<file path="config.mk">
export PLATFORM = sky130hd
export DESIGN_NAME = hilo_muldiv_unit
export DESIGN_NICKNAME = d
export VERILOG_FILES = /design/src/rtl/cpu_pkg.sv /design/src/rtl/hilo_divider_core.sv /design/src/rtl/hilo_muldiv_unit.sv
export SDC_FILE = /design/constraint.sdc
export NUM_CORES = 1
export LEC_CHECK = 0
export ABC_AREA = 1
export CORE_UTILIZATION = 40
export CTS_CLUSTER_SIZE = 20
export DETAILED_ROUTE_END_ITERATION = 10
export GPL_TIMING_DRIVEN = 0
export MAX_ROUTING_LAYER = met4
export SYNTH_ARGS = -nofsm -noshare
export SYNTH_HDL_FRONTEND = slang
export SYNTH_SLANG_ARGS = --single-unit
</file>
<file path="constraint.sdc">
create_clock -name clk -period 11.1 [get_ports clk]
set_clock_uncertainty 0.05 [all_clocks]
set_input_delay 1.665 -clock clk [delete_from_list [all_inputs] [get_ports clk]]
set_output_delay 1.665 -clock clk [all_outputs]
set_load 0.1 [all_outputs]
</file>
<file path="src/rtl/cpu_pkg.sv">
// Shared CPU definitions: ALU control encoding, HI/LO engine states and
// result constants used by the ALU and the multiply/divide unit.
package cpu_pkg;

  localparam int unsigned XLEN   = 32;
  localparam int unsigned ITER_W = 5;

  // Index of the final shift-add / restoring iteration.
  localparam logic [ITER_W-1:0] ITER_LAST = ITER_W'(XLEN - 1);

  // Quotient produced by a divide by zero.
  localparam logic [XLEN-1:0] DIV0_QUOTIENT = 32'hFFFF_FFFF;

  // ALU control codes that address the HI/LO engine.
  typedef enum logic [4:0] {
    CTRL_MULT  = 5'b10000,
    CTRL_MULTU = 5'b10001,
    CTRL_DIV   = 5'b10010,
    CTRL_DIVU  = 5'b10011,
    CTRL_MTLO  = 5'b10101,
    CTRL_MTHI  = 5'b10110
  } control_t;

  typedef enum logic [1:0] {
    ST_IDLE = 2'd0,
    ST_MUL  = 2'd1,
    ST_DIV  = 2'd2,
    ST_FIX  = 2'd3
  } hilo_state_t;

  // Magnitude of a value when it is treated as signed, raw value otherwise.
  function automatic logic [XLEN-1:0] mag32(input logic [XLEN-1:0] v, input logic is_signed);
    return (is_signed && v[XLEN-1]) ? (~v + XLEN'(1)) : v;
  endfunction

endpackage

</file>
<file path="src/rtl/hilo_divider_core.sv">
// Restoring divider datapath: one quotient bit per enabled step, MSB first.
// The step count is owned by the instantiating FSM.
module hilo_divider_core
  import cpu_pkg::*;
(
  input  logic            clk,
  input  logic            i_rst,
  input  logic            i_load,
  input  logic            i_step,
  input  logic [XLEN-1:0] i_dividend,
  input  logic [XLEN-1:0] i_divisor,
  output logic [XLEN-1:0] o_quotient,
  output logic [XLEN-1:0] o_remainder
);

  logic [XLEN-1:0] r_rem;
  logic [XLEN-1:0] r_quo;
  logic [XLEN-1:0] r_dvs;
  logic [XLEN:0]   w_shift;
  logic [XLEN-1:0] w_diff;
  logic            w_fits;

  // Partial remainder with the next dividend bit shifted in. A set carry bit
  // means the trial value exceeds any 32-bit divisor, so it always fits.
  assign w_shift = {r_rem, r_quo[XLEN-1]};
  assign w_fits  = w_shift[XLEN] | (w_shift[XLEN-1:0] >= r_dvs);
  assign w_diff  = w_shift[XLEN-1:0] - r_dvs;

  // Load operands, then one trial subtract per step.
  always_ff @(posedge clk or posedge i_rst) begin
    if (i_rst) begin
      r_rem <= '0;
      r_quo <= '0;
      r_dvs <= '0;
    end else if (i_load) begin
      r_rem <= '0;
      r_quo <= i_dividend;
      r_dvs <= i_divisor;
    end else if (i_step) begin
      r_rem <= w_fits ? w_diff : w_shift[XLEN-1:0];
      r_quo <= {r_quo[XLEN-2:0], w_fits};
    end
  end

  assign o_quotient  = r_quo;
  assign o_remainder = r_rem;

endmodule

</file>
<file path="src/rtl/hilo_muldiv_unit.sv">
// HI/LO multiply/divide engine. Iterative 33-cycle MULT/MULTU/DIV/DIVU,
// single-cycle MTHI/MTLO. Optional macro HILO_FAST_MULT_EN replaces the
// shift-add multiply with a single registered 32x32 multiplier.
module hilo_muldiv_unit
  import cpu_pkg::*;
(
  input  logic            clk,
  input  logic            reset,
  input  logic            start,
  input  logic [4:0]      op,
  input  logic [XLEN-1:0] a,
  input  logic [XLEN-1:0] b,
  output logic            busy,
  output logic            done,
  output logic [XLEN-1:0] hi,
  output logic [XLEN-1:0] lo
);

  hilo_state_t        r_state;
  hilo_state_t        w_state_nxt;
  logic [ITER_W-1:0]  r_iter;
  logic [2*XLEN-1:0]  r_acc;
  logic [XLEN-1:0]    r_mcand;
  logic [XLEN-1:0]    r_a_raw;
  logic               r_neg_res;
  logic               r_neg_rem;
  logic               r_div0;
  logic               r_is_div;
  logic               r_busy;
  logic               r_done;
  logic [XLEN-1:0]    r_hi;
  logic [XLEN-1:0]    r_lo;

  control_t           w_op;
  logic               w_signed_op;
  logic [XLEN-1:0]    w_mag_a;
  logic [XLEN-1:0]    w_mag_b;
  logic               w_accept_mul;
  logic               w_accept_div;
  logic               w_write_lo;
  logic               w_write_hi;
  logic               w_mul_step;
  logic               w_div_step;
  logic               w_fix;
  logic [XLEN:0]      w_sum;
  logic [2*XLEN-1:0]  w_prod;
  logic [XLEN-1:0]    w_quo_raw;
  logic [XLEN-1:0]    w_rem_raw;
  logic [XLEN-1:0]    w_quo;
  logic [XLEN-1:0]    w_rem;

  assign w_op        = control_t'(op);
  assign w_signed_op = (w_op == CTRL_MULT) || (w_op == CTRL_DIV);
  assign w_mag_a     = mag32(a, w_signed_op);
  assign w_mag_b     = mag32(b, w_signed_op);

  // State register.
  always_ff @(posedge clk or posedge reset) begin
    if (reset) r_state <= ST_IDLE;
    else       r_state <= w_state_nxt;
  end

  // Next-state and per-cycle datapath controls.
  always_comb begin
    w_state_nxt  = r_state;
    w_accept_mul = 1'b0;
    w_accept_div = 1'b0;
    w_write_lo   = 1'b0;
    w_write_hi   = 1'b0;
    w_mul_step   = 1'b0;
    w_div_step   = 1'b0;
    w_fix        = 1'b0;
    case (r_state)
      ST_IDLE: begin
        if (start) begin
          case (w_op)
            CTRL_MULT, CTRL_MULTU: begin
              w_accept_mul = 1'b1;
`ifdef HILO_FAST_MULT_EN
              w_state_nxt  = ST_FIX;
`else
              w_state_nxt  = ST_MUL;
`endif
            end
            CTRL_DIV, CTRL_DIVU: begin
              w_accept_div = 1'b1;
              w_state_nxt  = ST_DIV;
            end
            CTRL_MTLO: w_write_lo = 1'b1;
            CTRL_MTHI: w_write_hi = 1'b1;
            default: ;
          endcase
        end
      end
      ST_MUL: begin
        w_mul_step = 1'b1;
        if (r_iter == ITER_LAST) w_state_nxt = ST_FIX;
      end
      ST_DIV: begin
        w_div_step = 1'b1;
        if (r_iter == ITER_LAST) w_state_nxt = ST_FIX;
      end
      ST_FIX: begin
        w_fix       = 1'b1;
        w_state_nxt = ST_IDLE;
      end
      default: w_state_nxt = ST_IDLE;
    endcase
  end

  // One shift-add iteration: conditional add into the upper half, shift right.
  assign w_sum = {1'b0, r_acc[2*XLEN-1:XLEN]} + {1'b0, (r_acc[0] ? r_mcand : '0)};

  // Sign fix-up of the finished results.
  assign w_prod = r_neg_res ? (~r_acc + (2*XLEN)'(1)) : r_acc;
  assign w_quo  = r_div0 ? DIV0_QUOTIENT
                         : (r_neg_res ? (~w_quo_raw + XLEN'(1)) : w_quo_raw);
  assign w_rem  = r_div0 ? r_a_raw
                         : (r_neg_rem ? (~w_rem_raw + XLEN'(1)) : w_rem_raw);

`ifdef HILO_FAST_MULT_EN
  logic [2*XLEN-1:0] w_fast_prod;
  assign w_fast_prod = (2*XLEN)'(w_mag_a) * (2*XLEN)'(w_mag_b);
`endif

  hilo_divider_core u_div (
    .clk         (clk),
    .i_rst       (reset),
    .i_load      (w_accept_div),
    .i_step      (w_div_step),
    .i_dividend  (w_mag_a),
    .i_divisor   (w_mag_b),
    .o_quotient  (w_quo_raw),
    .o_remainder (w_rem_raw)
  );

  // Operand latching, iteration, HI/LO writes and handshake outputs.
  always_ff @(posedge clk or posedge reset) begin
    if (reset) begin
      r_iter    <= '0;
      r_acc     <= '0;
      r_mcand   <= '0;
      r_a_raw   <= '0;
      r_neg_res <= 1'b0;
      r_neg_rem <= 1'b0;
      r_div0    <= 1'b0;
      r_is_div  <= 1'b0;
      r_busy    <= 1'b0;
      r_done    <= 1'b0;
      r_hi      <= '0;
      r_lo      <= '0;
    end else begin
      r_done <= 1'b0;
      if (w_write_lo) begin
        r_lo   <= a;
        r_done <= 1'b1;
      end
      if (w_write_hi) begin
        r_hi   <= a;
        r_done <= 1'b1;
      end
      if (w_accept_mul) begin
        r_neg_res <= w_signed_op & (a[XLEN-1] ^ b[XLEN-1]);
        r_neg_rem <= 1'b0;
        r_div0    <= 1'b0;
        r_is_div  <= 1'b0;
        r_busy    <= 1'b1;
        r_iter    <= '0;
        r_mcand   <= w_mag_a;
`ifdef HILO_FAST_MULT_EN
        r_acc     <= w_fast_prod;
`else
        r_acc     <= {{XLEN{1'b0}}, w_mag_b};
`endif
      end
      if (w_accept_div) begin
        r_neg_res <= w_signed_op & (a[XLEN-1] ^ b[XLEN-1]);
        r_neg_rem <= w_signed_op & a[XLEN-1];
        r_div0    <= (b == '0);
        r_a_raw   <= a;
        r_is_div  <= 1'b1;
        r_busy    <= 1'b1;
        r_iter    <= '0;
      end
      if (w_mul_step) begin
        r_acc  <= {w_sum, r_acc[XLEN-1:1]};
        r_iter <= r_iter + ITER_W'(1);
      end
      if (w_div_step) begin
        r_iter <= r_iter + ITER_W'(1);
      end
      if (w_fix) begin
        r_busy <= 1'b0;
        r_done <= 1'b1;
        if (r_is_div) begin
          r_hi <= w_rem;
          r_lo <= w_quo;
        end else begin
          r_hi <= w_prod[2*XLEN-1:XLEN];
          r_lo <= w_prod[XLEN-1:0];
        end
      end
    end
  end

  assign busy = r_busy;
  assign done = r_done;
  assign hi   = r_hi;
  assign lo   = r_lo;

endmodule

</file>
==> results of run 1 <==
==> through the flow <==
stage	power, mW	utilization, %	TNS (ns)	hold WS (ns)	area, µm²
2_1_floorplan	5.991	-	0	0.3922	23860
3_3_place_gp	8.235	44.38	-1108.08	0.4094	26200
3_5_place_dp	8.250	44.55	0	0.4152	26290
4_1_cts	9.572	46.69	0	0.4314	27560
5_1_grt	10.31	46.71	0	0.4456	27570
6_report	9.754	46.71	0	0.4336	27570
==> final cells by class <==
| type | count | area share [%] |
|---|---|---|
| multi-input cells | 2877 | 50.44 |
| flip-flops and latches | 301 | 27.32 |
| inverters | 492 | 6.726 |
| repair buffers | 142 | 5.310 |
| clock buffers | 59 | 4.293 |
| well taps | 773 | 3.508 |
| plain buffers | 126 | 2.079 |
| clock inverters | 7 | 0.2995 |
| diodes | 3 | 0.02723 |
==> layout by cell type (no fill, tap or decap), types with 6 or more instances in the layout <==
cell type and instances:
sky130_fd_sc_hd__clkdlybuf4s50_1 137, sky130_fd_sc_hd__dfrtp_1 301, sky130_fd_sc_hd__nor3_1 39, sky130_fd_sc_hd__a21oi_1 144
sky130_fd_sc_hd__or2_2 6, sky130_fd_sc_hd__o21ai_0 285, sky130_fd_sc_hd__buf_2 39, sky130_fd_sc_hd__inv_1 474
sky130_fd_sc_hd__nand2_1 1315, sky130_fd_sc_hd__o21ai_1 16, sky130_fd_sc_hd__clkbuf_8 9, sky130_fd_sc_hd__a21boi_0 6
sky130_fd_sc_hd__nor2_2 8, sky130_fd_sc_hd__o211ai_1 37, sky130_fd_sc_hd__buf_4 6, sky130_fd_sc_hd__inv_2 16
sky130_fd_sc_hd__o221ai_1 32, sky130_fd_sc_hd__nand3_1 324, sky130_fd_sc_hd__o21ai_2 6, sky130_fd_sc_hd__nand2_2 6
sky130_fd_sc_hd__nor4_1 6, sky130_fd_sc_hd__nand4_1 46, sky130_fd_sc_hd__o21bai_1 18, sky130_fd_sc_hd__nand3b_1 7
sky130_fd_sc_hd__xnor2_1 13, sky130_fd_sc_hd__o22ai_1 21, sky130_fd_sc_hd__nor2_1 334, sky130_fd_sc_hd__clkbuf_1 82
sky130_fd_sc_hd__o31ai_1 9, sky130_fd_sc_hd__ha_1 75, sky130_fd_sc_hd__a31oi_1 8, sky130_fd_sc_hd__xor2_1 67
sky130_fd_sc_hd__clkbuf_16 41
==> how the worst max path moves through the flow <==
stage / cells after the start / slack [ns] / end / startpoint
floorplan: 1 / 1.07 / busy$_DFFE_PP0P_ / reset
global placement: 2 / -3.77 / r_state[1]$_DFFE_PP0P_ / reset
detailed placement: 9 / 6.34 / u_div.o_quotient[22]$_DFFE_PP0P_ / op[4]
CTS: 9 / 6.93 / u_div.o_quotient[1]$_DFFE_PP0P_ / op[4]
global route: 15 / 6.77 / r_acc[49]$_DFFE_PP0P_ / r_acc[0]$_DFFE_PP0P_
finish: 9 / 6.78 / u_div.o_quotient[1]$_DFFE_PP0P_ / op[4]
==> critical path: cells and delay by family <==
kind	cells	cell delay, ns
AOI/OAI and AO/OA	1	0.12
and+or+nand+nor	4	1.24
buffers and inverters	4	1.71
==> layer usage <==
metal  vias up  GRT usage [%]  wire length, µm
li1      12601              -                -
met1     12891          56.21            53250
met2      1278          54.97            48140
met3       159          7.364            10830
met4         0          11.84             3791
met5         -              -                0
==> state kept, by name, summed over array words and instances, names as in the netlist <==
| register | count |
|---|---|
| busy | 1 |
| lo | 32 |
| u_div.o_remainder | 32 |
| r_state | 2 |
| r_div0 | 1 |
| r_mcand | 32 |
| r_neg_rem | 1 |
| r_iter | 5 |
| hi | 32 |
| r_neg_res | 1 |
| u_div.o_quotient | 32 |
| r_is_div | 1 |
| r_a_raw | 32 |
| done | 1 |
| u_div.r_dvs | 32 |
| r_acc | 64 |
==> power groups by stage <==
stage	clock, mW	combinational [mW]	sequential [mW]
2_1_floorplan	0	3.35	2.64
3_3_place_gp	0	6.29	1.94
3_5_place_dp	0	6.31	1.94
4_1_cts	1.31	6.34	1.92
5_1_grt	1.35	6.98	1.98
6_report	1.31	6.51	1.93
==> cells by family after synthesis <==
| group | share of synthesized area (%) |
|---|---|
| AND/OR/NAND/NOR | 36.89 |
| adder cells (fa/ha/maj) | 4.101 |
| AO/OA/AOI/OAI | 14.36 |
| flip-flops | 31.57 |
| buffers and inverters | 10.14 |
| XOR/XNOR | 2.937 |
==> summary.md, run 1 <==
| Metric | Value |
|---|---|
| Starting utilization of the core area | `around two fifths` |
| Most repeated library cell on the critical path | `sky130_fd_sc_hd__inv_2` |
| Post-synthesis net count | `3945` |
| Footprint of the flip-flops and latches | `0.007532 mm²` |
| Synth Register Bits | `301` |
| Ranking of synthesized cells by area | `sky130_fd_sc_hd__dfrtp_1, sky130_fd_sc_hd__nand2_1, sky130_fd_sc_hd__inv_1, sky130_fd_sc_hd__nand3_1, sky130_fd_sc_hd__o21ai_0` |
| Area enclosed by the die boundary | `0.06062 mm²` |
| First-pass GRT wire length | `166400 µm` |
| Count of final hold-check violations | `0` |
| Slew @ Worst Pin | `1.258 ns` |
| FF-to-FF End | `r_acc[61]$_DFFE_PP0P_` |
| Ratio of cells with drive above 1 in the final layout | `4.396%` |
| Net Sw Power | `slightly below 6 mW` |
| Most common library cells after synthesis | `sky130_fd_sc_hd__nand2_1, sky130_fd_sc_hd__inv_1, sky130_fd_sc_hd__nor2_1` |
| Footprint of the multi-input gates | `0.01390 mm²` |
| Share of flip-flops with an asynchronous set or reset after synthesis | `100.0%` |
| Width of the chip | `246.2 µm` |
| Hold wc startpoint | `r_a_raw[13]$_DFFE_PP0P_` |
| Master cell of the clock root buffer | `sky130_fd_sc_hd__clkbuf_16` |
| Yosys synthesis warning count | `0` |
| Crit path time final | `4.317 ns` |
| Critical Path Start Type | `primary input` |
| Final max-slew violation count | `0` |
| Number of antenna violations at the first check in global routing | `4` |
| Switching power share of the total | `about three fifths` |
| Final HPWL from detailed placement | `96140 µm` |
| Y dimension of the die | `246.2 µm` |
| Average footprint of a synthesized cell | `6.285 µm²` |
| Setup repair after global routing missed its margin | `no` |
| Worst Slack Setup Final | `between 6 and 7 ns` |
| Number of global-route vias before repair | `24646` |
| CP Data Arrival Time | `4.75 ns` |
| Number of levels the H-tree was split into | `2` |
| Sequential cell fraction of total power | `19.8%` |
| Input/output buffers | `137` |
| Clock sinks | `301` |
| Critical path required time | `11.54 ns` |
| Non-Filler Instances | `around 4800` |
| Final routed wire length divided by cell count | `24.27 µm` |
| Yosys top cell by area | `sky130_fd_sc_hd__dfrtp_1` |
| Master of the slowest instance on the critical path | `sky130_fd_sc_hd__nor2_1` |
| Weighted congestion at the end of routability-driven global placement | `approximately 1.0` |
| Worst path cell trace | `clkdlybuf4s50_1 > inv_2 > nor3_4 > inv_2 > nor2_8 > nor2_1 > clkbuf_1 > nand2_1 > o221ai_1` |
| Sequential cell area fraction in the yosys report | `31.57%` |
| Deepest clock path buffer count | `3` |
| Hold Path Sink | `r_a_raw[13]$_DFFE_PP0P_` |
| Delay of the slowest critical-path stage | `0.93 ns` |
| CP max FO | `10` |
| Yosys top cell area share | `a little under a third` |
| Power per cell area | `353.8 mW/mm²` |
| Total number of placement rows | `89` |
| Highest clock rate | `approximately 230 MHz` |
| Placed cell count | `4710` |
| Reg2reg start | `r_acc[0]$_DFFE_PP0P_` |
| Worst Hold Depth | `2` |
| Mapped Cells | `3796` |
| Violation count after the first detailed-route iteration | `3276` |
| CP endpoint kind | `flop` |
| Slew HR | `16.14%` |
| Largest net degree at the start of global routing | `91` |
| Antenna viol nets, final | `0` |
| Number of top-level pins | `138` |
| GRT Resource Usage Total | `between 30 and 40%` |
| Cell internal power dissipation | `3.956 mW` |
| Standard cell core area | `0.05902 mm²` |
| Worst setup slack before clock tree synthesis | `6.337 ns` |
| Final-layout fill cell count | `between 6000 and 7000` |
| Critical path class | `primary input to flop` |
| Number of design rule violations left after detail routing | `0` |
| Cell depth of the worst flop-to-flop path | `15` |
| Total standard cell area after synthesis | `about 0.024 mm²` |
| Register-to-register setup slack | `around 7.0 ns` |
| Sum of routed wire length over all layers | `116000 µm` |
| Combinational fraction of design power | `between 60% and 70%` |
| VDD IR max | `0.0002214 V` |
| Area Growth Syn to Fin | `15.56%` |
| Total number of nets in the final design | `4128` |
| DRT Pass-1 Iters | `5` |
| Standby leakage power | `14.09 nW` |
| Via count | `26929` |
| Source-to-sink clock delay at the later pin of the worst-skew pair | `0.58 ns` |
| Setup bufs post-CTS | `0` |
| Setup violators final | `0` |
| Post-route fraction of the period consumed by the critical path | `38.89%` |
| Outcome | `finished, final reports clean` |
| CTS tree | `done` |
| Reported max-cap violation count | `0` |
| Distinct cells, synth | `54` |
| Global route overflow | `0` |
| Cts repair resizes | `0` |
| Number of clock buffers inserted by TritonCTS | `39` |
| Primary FF master, synth | `sky130_fd_sc_hd__dfrtp_1` |
| Post-synth EDFFs | `0` |
| Clock transition at the registers of the reported paths | `0.06 ns` |
| Hold Crit Class | `flop to flop` |
| Power share of the clock group | `13.4%` |
| Average via count per standard cell | `about 5.6` |
| Hold bufs inserted after CTS | `0` |
| Most numerous cell in the Yosys netlist | `sky130_fd_sc_hd__nand2_1` |
Power figures use the tool's default switching activity.
==> run 2, diff against run 1 <==
Clock period 11.1 ns to 4.5 ns, I/O delays scaled along.
==> summary.md, run 2 (synthesis results as in run 1) <==
| Metric | Value |
|---|---|
| Outcome | `finished, final reports clean` |
| Placed cell count | `4714 (+0.085%)` |
| Final routed wire length divided by cell count | `23.75 µm (-2.1%)` |
| Number of design rule violations left after detail routing | `0 (unchanged)` |
| Starting utilization of the core area | `40.42% (unchanged)` |
| Area enclosed by the die boundary | `0.06062 mm² (unchanged)` |
| Setup bufs post-CTS | `0 (unchanged)` |
| CP max FO | `10 (unchanged)` |
| Post-route fraction of the period consumed by the critical path | `92.22%` |
| Non-Filler Instances | `4790 (+0.21%)` |
| Critical path class | `flop to flop` |
| Setup repair after global routing missed its margin | `no` |
| Number of clock buffers inserted by TritonCTS | `38 (-2.6%)` |
| Number of levels the H-tree was split into | `2 (unchanged)` |
| Y dimension of the die | `246.2 µm (unchanged)` |
| Final max-slew violation count | `0 (unchanged)` |
| Source-to-sink clock delay at the later pin of the worst-skew pair | `0.58 ns (about the same)` |
| GRT Resource Usage Total | `38.42% (-0.71 points)` |
| Share of the core filled with cells | `46.97% (+0.26 points)` |
| Count of final hold-check violations | `0 (unchanged)` |
| Global route overflow | `0 (unchanged)` |
| Power per cell area | `869.6 mW/mm² (+150%)` |
| Most used cells in the layout excluding fill and tap cells | `sky130_fd_sc_hd__nand2_1, sky130_fd_sc_hd__inv_1, sky130_fd_sc_hd__nor2_1, sky130_fd_sc_hd__nand3_1, sky130_fd_sc_hd__dfrtp_1` |
| Slew HR | `6.114% (-10 points)` |
| Standby leakage power | `14.14 nW (+0.36%)` |
| Post-Route Setup TNS | `0 ns (unchanged)` |
| Deepest clock path buffer count | `3 (unchanged)` |
| Footprint of the flip-flops and latches | `0.007532 mm² (unchanged)` |
| Final-layout fill cell count | `6356 (+0.41%)` |
| Master cell of the clock root buffer | `sky130_fd_sc_hd__clkbuf_16` |
| Hold bufs inserted after CTS | `0 (unchanged)` |
| Width of the chip | `246.2 µm (unchanged)` |
| Highest clock rate | `241.0 MHz` |
| Weighted congestion at the end of routability-driven global placement | `1.067 (+2.0%)` |
| Total number of nets in the final design | `4130 (+0.048%)` |
| Area Growth Syn to Fin | `16.20%` |
| Total number of placement rows | `89 (unchanged)` |
| Hold Crit Class | `flop to flop` |
| Input/output buffers | `137 (unchanged)` |
| Leading cell type in the layout, fill and taps excluded | `sky130_fd_sc_hd__nand2_1` |
| CP endpoint kind | `flop` |
| DRT Pass-1 Iters | `6 (+1)` |
| Largest net degree at the start of global routing | `40 (-56%)` |
| Average via count per standard cell | `5.642 (+0.14%)` |
| Antenna viol nets, final | `0 (unchanged)` |
| Number of top-level pins | `138 (unchanged)` |
| CP Data Arrival Time | `4.55 ns (-0.20 ns)` |
| Register name with the most flops | `r_acc` |
| Ratio of cells with drive above 1 in the final layout | `4.641% (+0.25 points)` |
| Reported max-cap violation count | `0 (unchanged)` |
| Setup violators final | `0 (unchanged)` |
| Via count | `27023 (+0.35%)` |
| VDD IR max | `0.0005824 V (+160%)` |
| First-pass GRT wire length | `164400 µm (-1.2%)` |
| Crit path time final | `4.150 ns` |
| Violation count after the first detailed-route iteration | `3379 (+3.1%)` |
| Slew @ Worst Pin | `1.403 ns (+0.1452 ns)` |
| Final HPWL from detailed placement | `93970 µm (-2.3%)` |
| Standard cell core area | `0.05902 mm² (unchanged)` |
| Sum of routed wire length over all layers | `113800 µm (-1.9%)` |
| Footprint of the multi-input gates | `0.01390 mm² (unchanged)` |
| Post-route worst hold slack | `0.4305 ns (-0.003139 ns)` |
| Cts repair resizes | `0 (unchanged)` |
| CTS tree | `done` |
| Number of global-route vias before repair | `24955 (+1.3%)` |
| Number of antenna violations at the first check in global routing | `9 (+5)` |
| Critical path required time | `4.90 ns (-6.64 ns)` |
| Clock sinks | `301 (unchanged)` |
| Max FFs per register | `64 (unchanged)` |
| Clock transition at the registers of the reported paths | `0.06 ns (about the same)` |
| Critical Path Start Type | `flop` |
run 2: changes by cell type in the layout (fill, tap and decap cells not counted), moves of 5 or more:
| cell | previous run | this run |
|---|---|---|
| sky130_fd_sc_hd__buf_12 | 0 | 8 |
| sky130_fd_sc_hd__clkinvlp_4 | 0 | 5 |
| sky130_fd_sc_hd__diode_2 | 3 | 9 |
| sky130_fd_sc_hd__bufinv_16 | 1 | 6 |
| sky130_fd_sc_hd__clkinv_2 | 3 | 8 |
| sky130_fd_sc_hd__clkbuf_1 | 82 | 76 |
run 2: critical path: stages (launching register included):
cell	delay (ns)
sky130_fd_sc_hd__dfrtp_1	0.31
sky130_fd_sc_hd__buf_2	0.31
sky130_fd_sc_hd__clkbuf_1	0.52
sky130_fd_sc_hd__nand2_1	0.22
sky130_fd_sc_hd__inv_1	0.18
sky130_fd_sc_hd__ha_1	0.19
sky130_fd_sc_hd__inv_1	0.05
sky130_fd_sc_hd__fa_1	0.41
sky130_fd_sc_hd__o21ai_1	0.40
sky130_fd_sc_hd__a21boi_0	0.31
sky130_fd_sc_hd__o21ai_1	0.53
sky130_fd_sc_hd__nand3_1	0.24
sky130_fd_sc_hd__nand2_1	0.11
sky130_fd_sc_hd__nand2_1	0.05
sky130_fd_sc_hd__nand3_1	0.07
sky130_fd_sc_hd__nand2_1	0.06
run 2: path summary, 6_finish.rpt:
path / from / endpoint / slack (ns) / cells past startpoint
max: r_acc[0]$_DFFE_PP0P_ / r_acc[61]$_DFFE_PP0P_ / 0.35 / 15
min: r_a_raw[7]$_DFFE_PP0P_ / r_a_raw[7]$_DFFE_PP0P_ / 0.43 / 2
max reg2reg: r_acc[0]$_DFFE_PP0P_ / r_acc[61]$_DFFE_PP0P_ / 0.35 / 15
min reg2reg: r_a_raw[7]$_DFFE_PP0P_ / r_a_raw[7]$_DFFE_PP0P_ / 0.43 / 2
max in group asynchronous: reset / hi[20]$_DFFE_PP0P_ / 2.38 / 6
min in group asynchronous: reset / u_div.r_dvs[6]$_DFFE_PP0P_ / 0.52 / 2
run 2: through the flow:
stage	worst slack [ns]	total power [mW]	instance area, µm²
floorplan	-0.2260	14.78	23860
global placement	-2.820	20.14	26200
detailed placement	0.5390	20.18	26360
CTS	0.5342	23.61	27700
global route	0.1401	25.48	27720
finish	0.3502	24.10	27720
run 2: report_power, final:
group          internal (mW)  switching, mW  total, mW
clock                   2.02           1.37       3.38
sequential              3.80          0.990       4.79
combinational           4.08           11.8       15.9
total                   9.90           14.2       24.1
run 2: layout make-up:
cell class | instances | area share, %
Buffer | 126 | 2.067
Clock inverter | 20 | 1.020
Sequential cell | 301 | 27.17
Antenna cell | 9 | 0.08125
Multi-Input combinational cell | 2877 | 50.16
Tap cell | 773 | 3.489
Inverter | 492 | 6.676
Timing Repair Buffer | 145 | 5.525
Clock buffer | 47 | 3.810
run 2: layer usage:
metal | global-route usage, % | vias to the layer above | wire [µm]
li1 | - | 12612 | -
met1 | 53.86 | 12875 | 50570
met2 | 53.16 | 1343 | 46760
met3 | 8.595 | 193 | 11940
met4 | 14.74 | 0 | 4525
met5 | - | - | 0
